`src/rtl/cpu_pkg.sv`:
```
// rtl/cpu_pkg.sv - shared types and constants for the fetch stage
package cpu_pkg;
  localparam int          XLEN      = 32;
  localparam logic [31:0] INSTR_NOP = 32'h0000_0013;

  typedef enum logic [1:0] {
    IDLE,
    RUN,
    FAULT
  } fetch_state_t;
endpackage

```
`src/rtl/instruction_fifo.sv`:
```
// rtl/instruction_fifo.sv - registered in-order instruction buffer with synchronous flush
module instruction_fifo #(
  parameter int             DEPTH     = 2,
  parameter int             WIDTH     = 64,
  parameter logic [WIDTH-1:0] RESET_VAL = '0,
  localparam int            AW        = $clog2(DEPTH),
  localparam int            CW        = AW + 1
) (
  input  logic             clk,
  input  logic             rst,
  input  logic             i_push,
  input  logic [WIDTH-1:0] i_data,
  input  logic             i_pop,
  input  logic             i_flush,
  output logic             o_valid,
  output logic [WIDTH-1:0] o_head,
  output logic [CW-1:0]    o_count
);

  logic [WIDTH-1:0] r_mem [DEPTH];
  logic [AW-1:0]    r_wr;
  logic [AW-1:0]    r_rd;
  logic [CW-1:0]    r_count;
  logic             w_do_pop;

  assign w_do_pop = i_pop && (r_count != '0);

  always_ff @(posedge clk or negedge rst) begin
    if (!rst) begin
      for (int i = 0; i < DEPTH; i++) r_mem[i] <= RESET_VAL;
      r_wr    <= '0;
      r_rd    <= '0;
      r_count <= '0;
    end else if (i_flush) begin
      r_wr    <= '0;
      r_rd    <= '0;
      r_count <= '0;
    end else begin
      // Callers guarantee no push at full unless a pop happens in the same cycle.
      if (i_push) begin
        r_mem[r_wr] <= i_data;
        r_wr        <= r_wr + AW'(1);
      end
      if (w_do_pop) r_rd <= r_rd + AW'(1);
      r_count <= r_count + CW'(i_push) - CW'(w_do_pop);
    end
  end

  assign o_valid = (r_count != '0);
  assign o_head  = r_mem[r_rd];
  assign o_count = r_count;

endmodule

```
`src/rtl/fetch_unit.sv`:
```
// rtl/fetch_unit.sv - PC, credit-limited memory fetch and redirect handling; FETCH_PERF_COUNTERS_EN adds perf counters
module fetch_unit
  import cpu_pkg::*;
#(
  parameter logic [XLEN-1:0] RESET_PC   = 32'h0000_0000,
  parameter int              FIFO_DEPTH = 2
) (
  input  logic            clk,
  input  logic            rst,
  output logic            mem_req_valid,
  input  logic            mem_req_ready,
  output logic [XLEN-1:0] mem_req_addr,
  input  logic            mem_resp_valid,
  input  logic [XLEN-1:0] mem_resp_data,
  input  logic            redirect_valid,
  input  logic [XLEN-1:0] redirect_pc,
  output logic            instruction_valid,
  output logic [XLEN-1:0] instruction_data,
  output logic [XLEN-1:0] instruction_pc,
  input  logic            instruction_ready,
`ifdef FETCH_PERF_COUNTERS_EN
  output logic [31:0]     perf_fetched,
  output logic [31:0]     perf_stalls,
`endif
  output logic            misaligned_fault
);

  localparam int AW = $clog2(FIFO_DEPTH);
  localparam int CW = AW + 1;
  localparam int SW = CW + 1;

  fetch_state_t      r_state, w_state_next;
  logic [XLEN-1:0]   r_pc;
  logic [CW-1:0]     r_outstanding;
  logic [CW-1:0]     r_drop_count;
  logic [CW-1:0]     w_fifo_count;
  logic [XLEN-1:0]   r_pcq [FIFO_DEPTH];
  logic [AW-1:0]     r_pcq_wr;
  logic [AW-1:0]     r_pcq_rd;
  logic [2*XLEN-1:0] w_head;
  logic              w_misaligned, w_credit, w_req_hs, w_dropping, w_enq, w_deq;

  assign w_misaligned  = (redirect_pc[1:0] != 2'b00);
  assign w_credit      = ({1'b0, r_outstanding} + {1'b0, w_fifo_count}) < SW'(FIFO_DEPTH);
  assign mem_req_valid = (r_state == RUN) && !redirect_valid && w_credit;
  assign mem_req_addr  = r_pc;
  assign w_req_hs      = mem_req_valid && mem_req_ready;
  assign w_dropping    = (r_drop_count != '0);
  assign w_enq         = mem_resp_valid && !redirect_valid && !w_dropping;
  assign w_deq         = instruction_valid && instruction_ready;
  assign misaligned_fault = (r_state == FAULT);

  always_ff @(posedge clk or negedge rst) begin
    if (!rst) r_state <= IDLE;
    else      r_state <= w_state_next;
  end

  always_comb begin
    w_state_next = r_state;
    if (r_state == IDLE) w_state_next = RUN;
    if (redirect_valid)  w_state_next = w_misaligned ? FAULT : RUN;
  end

  always_ff @(posedge clk or negedge rst) begin
    if (!rst) begin
      r_pc          <= RESET_PC;
      r_outstanding <= '0;
      r_drop_count  <= '0;
      r_pcq_wr      <= '0;
      r_pcq_rd      <= '0;
    end else begin
      r_outstanding <= r_outstanding + CW'(w_req_hs) - CW'(mem_resp_valid);
      if (redirect_valid) begin
        // Every request still in flight belongs to the old stream; a response this cycle is one of them.
        r_pc         <= redirect_pc;
        r_drop_count <= r_outstanding - CW'(mem_resp_valid);
        r_pcq_wr     <= '0;
        r_pcq_rd     <= '0;
      end else begin
        if (w_req_hs) begin
          r_pc     <= r_pc + XLEN'(4);
          r_pcq_wr <= r_pcq_wr + AW'(1);
        end
        if (mem_resp_valid && w_dropping) r_drop_count <= r_drop_count - CW'(1);
        if (w_enq) r_pcq_rd <= r_pcq_rd + AW'(1);
      end
    end
  end

  always_ff @(posedge clk) begin
    if (w_req_hs) r_pcq[r_pcq_wr] <= r_pc;
  end

  instruction_fifo #(
    .DEPTH     (FIFO_DEPTH),
    .WIDTH     (2 * XLEN),
    .RESET_VAL ({RESET_PC, INSTR_NOP})
  ) u_fifo (
    .clk     (clk),
    .rst     (rst),
    .i_push  (w_enq),
    .i_data  ({r_pcq[r_pcq_rd], mem_resp_data}),
    .i_pop   (w_deq),
    .i_flush (redirect_valid),
    .o_valid (instruction_valid),
    .o_head  (w_head),
    .o_count (w_fifo_count)
  );

  assign instruction_data = w_head[XLEN-1:0];
  assign instruction_pc   = w_head[2*XLEN-1:XLEN];

`ifdef FETCH_PERF_COUNTERS_EN
  logic [31:0] r_perf_fetched;
  logic [31:0] r_perf_stalls;

  always_ff @(posedge clk or negedge rst) begin
    if (!rst) begin
      r_perf_fetched <= '0;
      r_perf_stalls  <= '0;
    end else begin
      if (w_deq) r_perf_fetched <= r_perf_fetched + 32'd1;
      if ((r_state == RUN) && !mem_req_valid && (w_fifo_count == '0))
        r_perf_stalls <= r_perf_stalls + 32'd1;
    end
  end

  assign perf_fetched = r_perf_fetched;
  assign perf_stalls  = r_perf_stalls;
`endif

endmodule

```
`config.mk`:
```
export PLATFORM = sky130hd
export DESIGN_NAME = fetch_unit
export DESIGN_NICKNAME = d
export VERILOG_FILES = /design/src/rtl/cpu_pkg.sv /design/src/rtl/instruction_fifo.sv /design/src/rtl/fetch_unit.sv
export SDC_FILE = /design/constraint.sdc
export NUM_CORES = 1
export LEC_CHECK = 0
export CAP_MARGIN = 20
export CORE_AREA = 4 4 207 209
export CTS_CLUSTER_SIZE = 30
export DETAILED_ROUTE_END_ITERATION = 8
export DIE_AREA = 0 0 211 213
export GPL_TIMING_DRIVEN = 0
export PLACE_DENSITY = 0.5
export SKIP_LAST_GASP = 1
export SLEW_MARGIN = 5
export SYNTH_ARGS = -nofsm -noshare
export SYNTH_HDL_FRONTEND = slang
export SYNTH_SLANG_ARGS = --single-unit
```
`constraint.sdc`:
```
create_clock -name clk -period 3.45 [get_ports clk]
set_input_delay 0.69 -clock clk [delete_from_list [all_inputs] [get_ports clk]]
set_output_delay 0.69 -clock clk [all_outputs]
set_load 0.03 [all_outputs]
```
### Word-level counts from Yosys, hierarchy flattened

Memories as Yosys holds them, arrays and structs flattened.
Index checks and enable logic that the tools add are counted.

| word-level totals | value |
|---|---|
| bits in registers | 172 |
| bits in writable memories | 64 |
| input bits | 70 |
| output and inout port bits | 99 |
| word-level logic and storage cells | 78 |
| memories | 1 |

| cells by class | value |
|---|---|
| add/sub/neg operators | 12 |
| $lt $le $gt $ge | 4 |
| equal/unequal tests | 2 |
| multiplexer cells | 24 |
| bitwise gates (word level) | 3 |
| reductions and logical operators | 21 |

Memory list:

| name | depth | bits a word | rd ports | clocked after memory_dff | wr ports | line | text |
|---|---|---|---|---|---|---|---|
| r_pcq | 2 | 32 | 1 | 0 | 1 | fetch_unit.sv:37 | `logic [XLEN-1:0] r_pcq [FIFO_DEPTH];` |

Operators with widths:

| operator | count |
|---|---|
| 64-bit 2-to-1 mux | 4 |
| 128-bit bitwise mux | 1 |
| 64-bit demux with 1-bit select | 1 |
| 32-bit 2-to-1 mux | 2 |
| 32-bit by 3-bit adder with 32-bit output, second input constant | 1 |
| 2-bit nonzero test | 8 |
| 2-bit 2-to-1 mux | 6 |
| 1-bit 2-to-1 mux | 10 |
| 1-bit logical AND | 9 |
| 2-bit by 1-bit subtractor with 2-bit output | 3 |
| 1-bit adder, second input constant | 4 |
| 2-bit by 1-bit adder with 2-bit output | 2 |
| 2-bit greater-or-equal comparator, second input constant | 2 |
| 1-bit NOT with 2-bit output | 2 |
| 2-bit by 2-bit adder with 3-bit output | 1 |
| 3-bit by 2-bit less-than comparator with 1-bit output, second input constant | 1 |
| 2-bit by 1-bit equality test with 1-bit output, second input constant | 1 |
| 2-bit equality test, second input constant | 1 |
| 1-bit logical NOT | 2 |
| 2-bit logical NOT | 1 |
| 2-bit by 1-bit less-than comparator with 1-bit output, second input constant | 1 |
| 2-bit AND reduction | 1 |
| 2-bit by 1-bit subtractor with 2-bit output, second input constant | 1 |
| 1-bit NOT | 1 |

### Logic depth before layout (Yosys ltp)

| logic depth | value |
|---|---|
| depth after elaboration | 6 |
| gate-level depth with buffers | 12 |
| depth with buffers taken out | 10 |

### Modules after synthesis

A second synthesis with hierarchy kept.

| second synthesis, totals | value |
|---|---|
| cell total of the unflattened synthesis | 717 |
| area total of the unflattened synthesis | 10750.3 µm² |

By module, submodules not included:

| module | instances | cells each | area an instance (µm²) | seq. area each (µm²) |
|---|---|---|---|---|
| instruction_fifo | 1 | 361 | 6080.8 | 3310.7 |
| fetch_unit | 1 | 356 | 4669.5 | 2922.8 |

### Least setup slack after synthesis

Ideal clock, no wire load.

| path | value |
|---|---|
| path type | register to register |
| from | register r_outstanding[0] |
| to | memory r_pcq[0][0], enable pin |
| setup time | 0.421 ns |
| arrival time | 3.252 ns |
| data required time | 3.029 ns |
| slack | -0.223 ns |
| cell stages (with the launch flop) | 9 |
| path buffers | 2 |
| period minus slack after synthesis | 3.673 ns |
| cells stage by stage | dfrtp_1 and2_1 fa_1 nand4bb_4 nor3_4 inv_2 buf_2 buf_2 nor2_1 |

| between the ends | value |
|---|---|
| word-level cells in the longest chain between the ends | 6 |

RTL lines:

| element | line | text |
|---|---|---|
| from (decl) | fetch_unit.sv:34 | `logic [CW-1:0] r_outstanding;` |
| from (signal assigned) | fetch_unit.sv:72 | `r_outstanding <= r_outstanding + CW'(w_req_hs) - CW'(mem_resp_valid);` |
| 2-bit by 2-bit adder with 3-bit output | fetch_unit.sv:44 | `assign w_credit = ({1'b0, r_outstanding} + {1'b0, w_fifo_count}) < SW'(FIFO_DEPTH);` |
| 3-bit by 2-bit less-than comparator with 1-bit output | fetch_unit.sv:44 |  |
| 1-bit logical AND | fetch_unit.sv:45 | `assign mem_req_valid = (r_state == RUN) && !redirect_valid && w_credit;` |
| 1-bit logical AND | fetch_unit.sv:47 | `assign w_req_hs = mem_req_valid && mem_req_ready;` |
| 1-bit 2-to-1 mux | fetch_unit.sv:91 | `if (w_req_hs) r_pcq[r_pcq_wr] <= r_pc;` |
| 1-bit 2-to-1 mux (implied by the code) | fetch_unit.sv:91 |  |
| to (decl) | fetch_unit.sv:37 |  |

No other way between the ends.

### Final worst setup path

| path | value |
|---|---|
| from | register r_outstanding[0] |
| to | output mem_req_valid |

| between the ends | value |
|---|---|
| word-level cells in the longest chain between the ends | 3 |

RTL lines:

| element | line | text |
|---|---|---|
| 2-bit by 2-bit adder with 3-bit output | fetch_unit.sv:44 |  |
| 3-bit by 2-bit less-than comparator with 1-bit output | fetch_unit.sv:44 |  |
| 1-bit logical AND | fetch_unit.sv:45 |  |
| to (decl) | fetch_unit.sv:10 | `output logic mem_req_valid,` |

No other way between the ends.

==> flow_summary.html <==
<table>
<tr><th>Metric</th><th>Value</th></tr>
<tr><th colspan="2">Run status</th></tr>
<tr><td>Outcome</td><td>finished, final reports clean</td></tr>
<tr><th colspan="2">Routing</th></tr>
<tr><td>Post-Route WL</td><td>about 29 mm</td></tr>
<tr><td>Met2 wire length</td><td>about 14 mm</td></tr>
<tr><td>Iteration-0 DRC count of the detailed router</td><td>340</td></tr>
<tr><td>Number of remaining DRC errors</td><td>0</td></tr>
<tr><td>Routed wl met3</td><td>approximately 1.4 mm</td></tr>
<tr><td>Total vias in the final route</td><td>roughly 6.9k</td></tr>
<tr><td>Antenna-violating nets left</td><td>0</td></tr>
<tr><td>Vias per std cell</td><td>roughly 4.5</td></tr>
<tr><td>Routed wire per std cell</td><td>between 15 and 20 µm</td></tr>
<tr><td>Uppermost routed layer</td><td>met4</td></tr>
<tr><td>Wire length the detailed router placed on met1</td><td>about 14 mm</td></tr>
<tr><td>Iteration count of the initial detailed-routing pass</td><td>4</td></tr>
<tr><th colspan="2">Floorplanning</th></tr>
<tr><td>Core area</td><td>between 40000 and 50000 µm²</td></tr>
<tr><td>Cell row count</td><td>74</td></tr>
<tr><td>Die Height</td><td>213 µm</td></tr>
<tr><td>DIE AREA</td><td>44900 µm²</td></tr>
<tr><td>IO Count</td><td>169</td></tr>
<tr><td>X dimension of the die</td><td>about 210 µm</td></tr>
<tr><td>Initial cell density of the core</td><td>25.0%</td></tr>
<tr><th colspan="2">Synth</th></tr>
<tr><td>Syn_nets</td><td>870</td></tr>
<tr><td>Most common cell in the synthesized netlist</td><td>sky130_fd_sc_hd__dfrtp_1</td></tr>
<tr><td>Leading register cell type out of synthesis</td><td>sky130_fd_sc_hd__dfrtp_1</td></tr>
<tr><td>Top cell type by total area after synthesis</td><td>sky130_fd_sc_hd__dfrtp_1</td></tr>
<tr><td>Post-synth EDFFs</td><td>between 60 and 70</td></tr>
<tr><td>Flip-flop and latch count after synthesis</td><td>approximately 240</td></tr>
<tr><td>Synth area leaders</td><td>sky130_fd_sc_hd__dfrtp_1, sky130_fd_sc_hd__edfxtp_1, sky130_fd_sc_hd__mux2_2</td></tr>
<tr><td>Share of synthesized flip-flops with an asynchronous set or reset</td><td>between 70% and 80%</td></tr>
<tr><td>Commonest cells in the synthesized netlist</td><td>sky130_fd_sc_hd__dfrtp_1, sky130_fd_sc_hd__mux2_2, sky130_fd_sc_hd__nand2_1</td></tr>
<tr><td>Mean area per synthesized cell</td><td>12.9 µm²</td></tr>
<tr><td>Post-Synthesis Cell Area</td><td>around 10000 µm²</td></tr>
<tr><td>Area share of the leading cell type in the synthesized netlist</td><td>roughly 41%</td></tr>
<tr><td>Total of warnings raised by yosys</td><td>0</td></tr>
<tr><td>Synth unique cells</td><td>58</td></tr>
<tr><td>Part of the Yosys area used for sequential elements</td><td>~61%</td></tr>
<tr><td>Post-Syn Instances</td><td>between 700 and 800</td></tr>
<tr><th colspan="2">Min path</th></tr>
<tr><td>Type of the worst min-delay path</td><td>in -&gt; async</td></tr>
<tr><th colspan="2">STA</th></tr>
<tr><td>Number of failing setup endpoints in the final timing report</td><td>0</td></tr>
<tr><td>Number of hold violations in the final report</td><td>0</td></tr>
<tr><td>Final Max Slew Viols</td><td>0</td></tr>
<tr><td>Largest clock skew in the final design</td><td>around 0.028 ns</td></tr>
<tr><td>Shortest period the worst path allows</td><td>3.31 ns</td></tr>
<tr><td>Worst slew pin tran</td><td>0.892 ns</td></tr>
<tr><td>Final Cycle Share</td><td>96.0%</td></tr>
<tr><td>Setup repair after global routing missed its margin</td><td>false</td></tr>
<tr><td>Normalized max-slew margin</td><td>40.6%</td></tr>
<tr><td>Highest clock frequency the design can meet</td><td>just over 0.3 GHz</td></tr>
<tr><td>TNS Setup</td><td>0 ns</td></tr>
<tr><td>Post-route worst hold slack</td><td>0.103 ns</td></tr>
<tr><th colspan="2">CTS</th></tr>
<tr><td>Number of buffers added for setup after CTS</td><td>0</td></tr>
<tr><td>Depth of the CTS H-tree</td><td>1</td></tr>
<tr><td>Buffer type at the clock tree root</td><td>sky130_fd_sc_hd__clkbuf_16</td></tr>
<tr><td>Worst-skew pair later-pin latency</td><td>~0.55 ns</td></tr>
<tr><td>Max clock buf depth</td><td>3</td></tr>
<tr><td>CTS buffer count</td><td>27</td></tr>
<tr><td>Clk slew on worst S/H paths</td><td>roughly 0.060 ns</td></tr>
<tr><td>Clock Sinks</td><td>around 240</td></tr>
<tr><td>TritonCTS clock tree</td><td>yes</td></tr>
<tr><th colspan="2">Power and ir drop</th></tr>
<tr><td>LEAKAGE</td><td>about 5.3 nW</td></tr>
<tr><td>Int Power</td><td>7.08 mW</td></tr>
<tr><td>Total chip power</td><td>between 10 and 15 mW</td></tr>
<tr><td>Clock power frac</td><td>a little under a quarter</td></tr>
<tr><td>Switching Power</td><td>3.89 mW</td></tr>
<tr><td>Largest voltage drop on the vdd net</td><td>0.340 mV</td></tr>
<tr><td>Fraction of power consumed by sequential logic</td><td>about 37%</td></tr>
<tr><td>Fraction of power spent switching nets</td><td>35.5%</td></tr>
<tr><td>Combinational fraction of design power</td><td>between 30% and 40%</td></tr>
<tr><td>Power per cell area</td><td>slightly above 800 nW/µm²</td></tr>
<tr><th colspan="2">Finish</th></tr>
<tr><td>Share of layout cells above drive strength 1</td><td>between 20% and 30%</td></tr>
<tr><td>Finished Cell Area</td><td>around 13000 µm²</td></tr>
<tr><td>Post-layout net count</td><td>between 1k and 1.5k</td></tr>
<tr><td>Antenna fix cells</td><td>0</td></tr>
<tr><td>Area growth syn-to-layout</td><td>31.5%</td></tr>
<tr><th colspan="2">GRT</th></tr>
<tr><td>All-Layer GR Usage</td><td>about an eighth</td></tr>
<tr><td>Number of global-route vias before repair</td><td>around 7.3k</td></tr>
<tr><td>First-pass GRT wire length</td><td>around 46 mm</td></tr>
<tr><td>Pin count of the biggest net entering global routing</td><td>about 110</td></tr>
<tr><td>Initial antenna violation count</td><td>0</td></tr>
<tr><td>Total congestion overflow</td><td>0</td></tr>
<tr><th colspan="2">Critical path</th></tr>
<tr><td>Maximum cell stage delay along the critical path</td><td>a little under 0.7 ns</td></tr>
<tr><td>Startpoint type of the worst setup path</td><td>register</td></tr>
<tr><td>Number of cells traversed by the worst register-to-register path</td><td>9</td></tr>
<tr><td>Required time of the critical path</td><td>roughly 2.8 ns</td></tr>
<tr><td>Register-to-register setup slack</td><td>roughly 0.2 ns</td></tr>
<tr><td>Type of element capturing the critical path</td><td>output pin</td></tr>
<tr><td>Worst setup path class</td><td>reg -&gt; out</td></tr>
<tr><td>CP cell instances</td><td>and2_1 &gt; fa_1 &gt; nor2_1 &gt; and3_1 &gt; clkdlybuf4s50_1</td></tr>
<tr><td>Highest net fanout along the worst path</td><td>3</td></tr>
<tr><td>Highest-delay cell along the critical path</td><td>sky130_fd_sc_hd__clkdlybuf4s50_1</td></tr>
<tr><td>WP data arrival</td><td>2.62 ns</td></tr>
<tr><th colspan="2">Job</th></tr>
<tr><td>Number of max-capacitance violations reported</td><td>0</td></tr>
<tr><th colspan="2">Place</th></tr>
<tr><td>Dpl hpwl</td><td>20.8 mm</td></tr>
<tr><td>Weighted congestion at the end of routability-driven global placement</td><td>slightly below 0.8</td></tr>
<tr><td>PortBufs</td><td>roughly 170</td></tr>
<tr><td>Post-DP Area</td><td>roughly 13000 µm²</td></tr>
</table>
[cells in the final DEF (no fill, tap or decap), drive strengths merged, types with 2 or more instances in the layout]
cell,count
clkdlybuf4s50,166
dfrtp,166
mux2,130
nand2,75
edfxtp,64
nor2,56
clkbuf,55
o21ai,46
a21oi,37
mux2i,36
buf,26
nand3,19
clkinv,14
inv,12
nand4,9
o311ai,9
xnor2,8
o211ai,7
ha,7
dfstp,6
and2,6
xor2,5
a221o,5
a22oi,5
and3,5
nor3,5
or3,3
nor2b,3
a31o,2
nand3b,2
and4,2
or4,2
a21o,2
a311o,2
nor4,2
[power by group through the flow]
stage | Combinational (mW) | Sequential [mW] | Clock [mW]
floorplan | 2.67 | 4.06 | 0
global placement | 4.35 | 4.10 | 0
detailed placement | 4.38 | 4.13 | 0
CTS | 4.41 | 4.08 | 2.68
global route | 4.64 | 4.17 | 2.80
finish | 4.31 | 4.07 | 2.59
[layout make-up]
class,count,area (µm²)
fillers,4078,27400
flip-flops and latches,236,6230
multi-input cells,502,3750
repair buffers,170,1740
clock buffers,33,698
well taps,532,666
plain buffers,44,200
clock inverters,17,85.1
inverters,10,37.5
[critical path: cells and delay by family, from the launching register on]
family / cells / cell delay, ns
buf+inv: 1 / 0.69
simple gates: 3 / 0.52
fa+ha+maj: 1 / 0.47
flops: 1 / 0.39
[registers in the layout, summed over array words and instances, names as in the netlist]
| name | flops |
|---|---|
| u_fifo.r_rd | 1 |
| r_outstanding | 2 |
| r_drop_count | 2 |
| r_pcq_rd | 1 |
| r_pcq | 64 |
| r_pcq_wr | 1 |
| u_fifo.o_count | 2 |
| u_fifo.r_wr | 1 |
| u_fifo.r_mem | 128 |
| mem_req_addr | 32 |
| r_state | 2 |
[cell families after synthesis]
logic type | Yosys count | share of synthesized area, %
buffers and inverters | 54 | 2.21
flip-flops | 236 | 61.1
XOR/XNOR | 13 | 1.12
adder cells (fa/ha/maj) | 8 | 1.06
AND/OR/NAND/NOR | 195 | 9.45
AO/OA/AOI/OAI | 120 | 7.14
multiplexers | 166 | 17.9
[stage by stage]
step / util, % / worst slack, ns / std cells
final: 32.8 / 0.137 / 1544
after floorplan: - / 0.312 / 792
after global placement: 30.7 / -6.02 / 1491
after detailed placement: 30.9 / 0.0787 / 1494
after CTS: 32.8 / 0.0271 / 1544
after global routing: 32.8 / 0.00473 / 1544
[metal layers]
metal  track usage [%]  up-vias
li1                  -     3273
met1              18.1     3474
met2              21.4      168
met3              2.28       29
met4              2.53        0
met5                 0        -
[what timing repair did]
item	in CTS	in global routing
gates resized for setup	6	4
hold buffers	0	0
pin swaps	0	0
setup endpoints to repair	50	6
[worst paths after layout]
kind,to,from
max,mem_req_valid,r_outstanding[0]
min,u_fifo.r_mem[75],rst
max reg2reg,r_pcq[0][26],r_outstanding[0]
min reg2reg,u_fifo.r_mem[55],u_fifo.r_mem[55]
max in group asynchronous,u_fifo.r_mem[115],rst
min in group clk,u_fifo.r_mem[55],u_fifo.r_mem[55]
No activity file was read; power rests on OpenSTA's default activity.
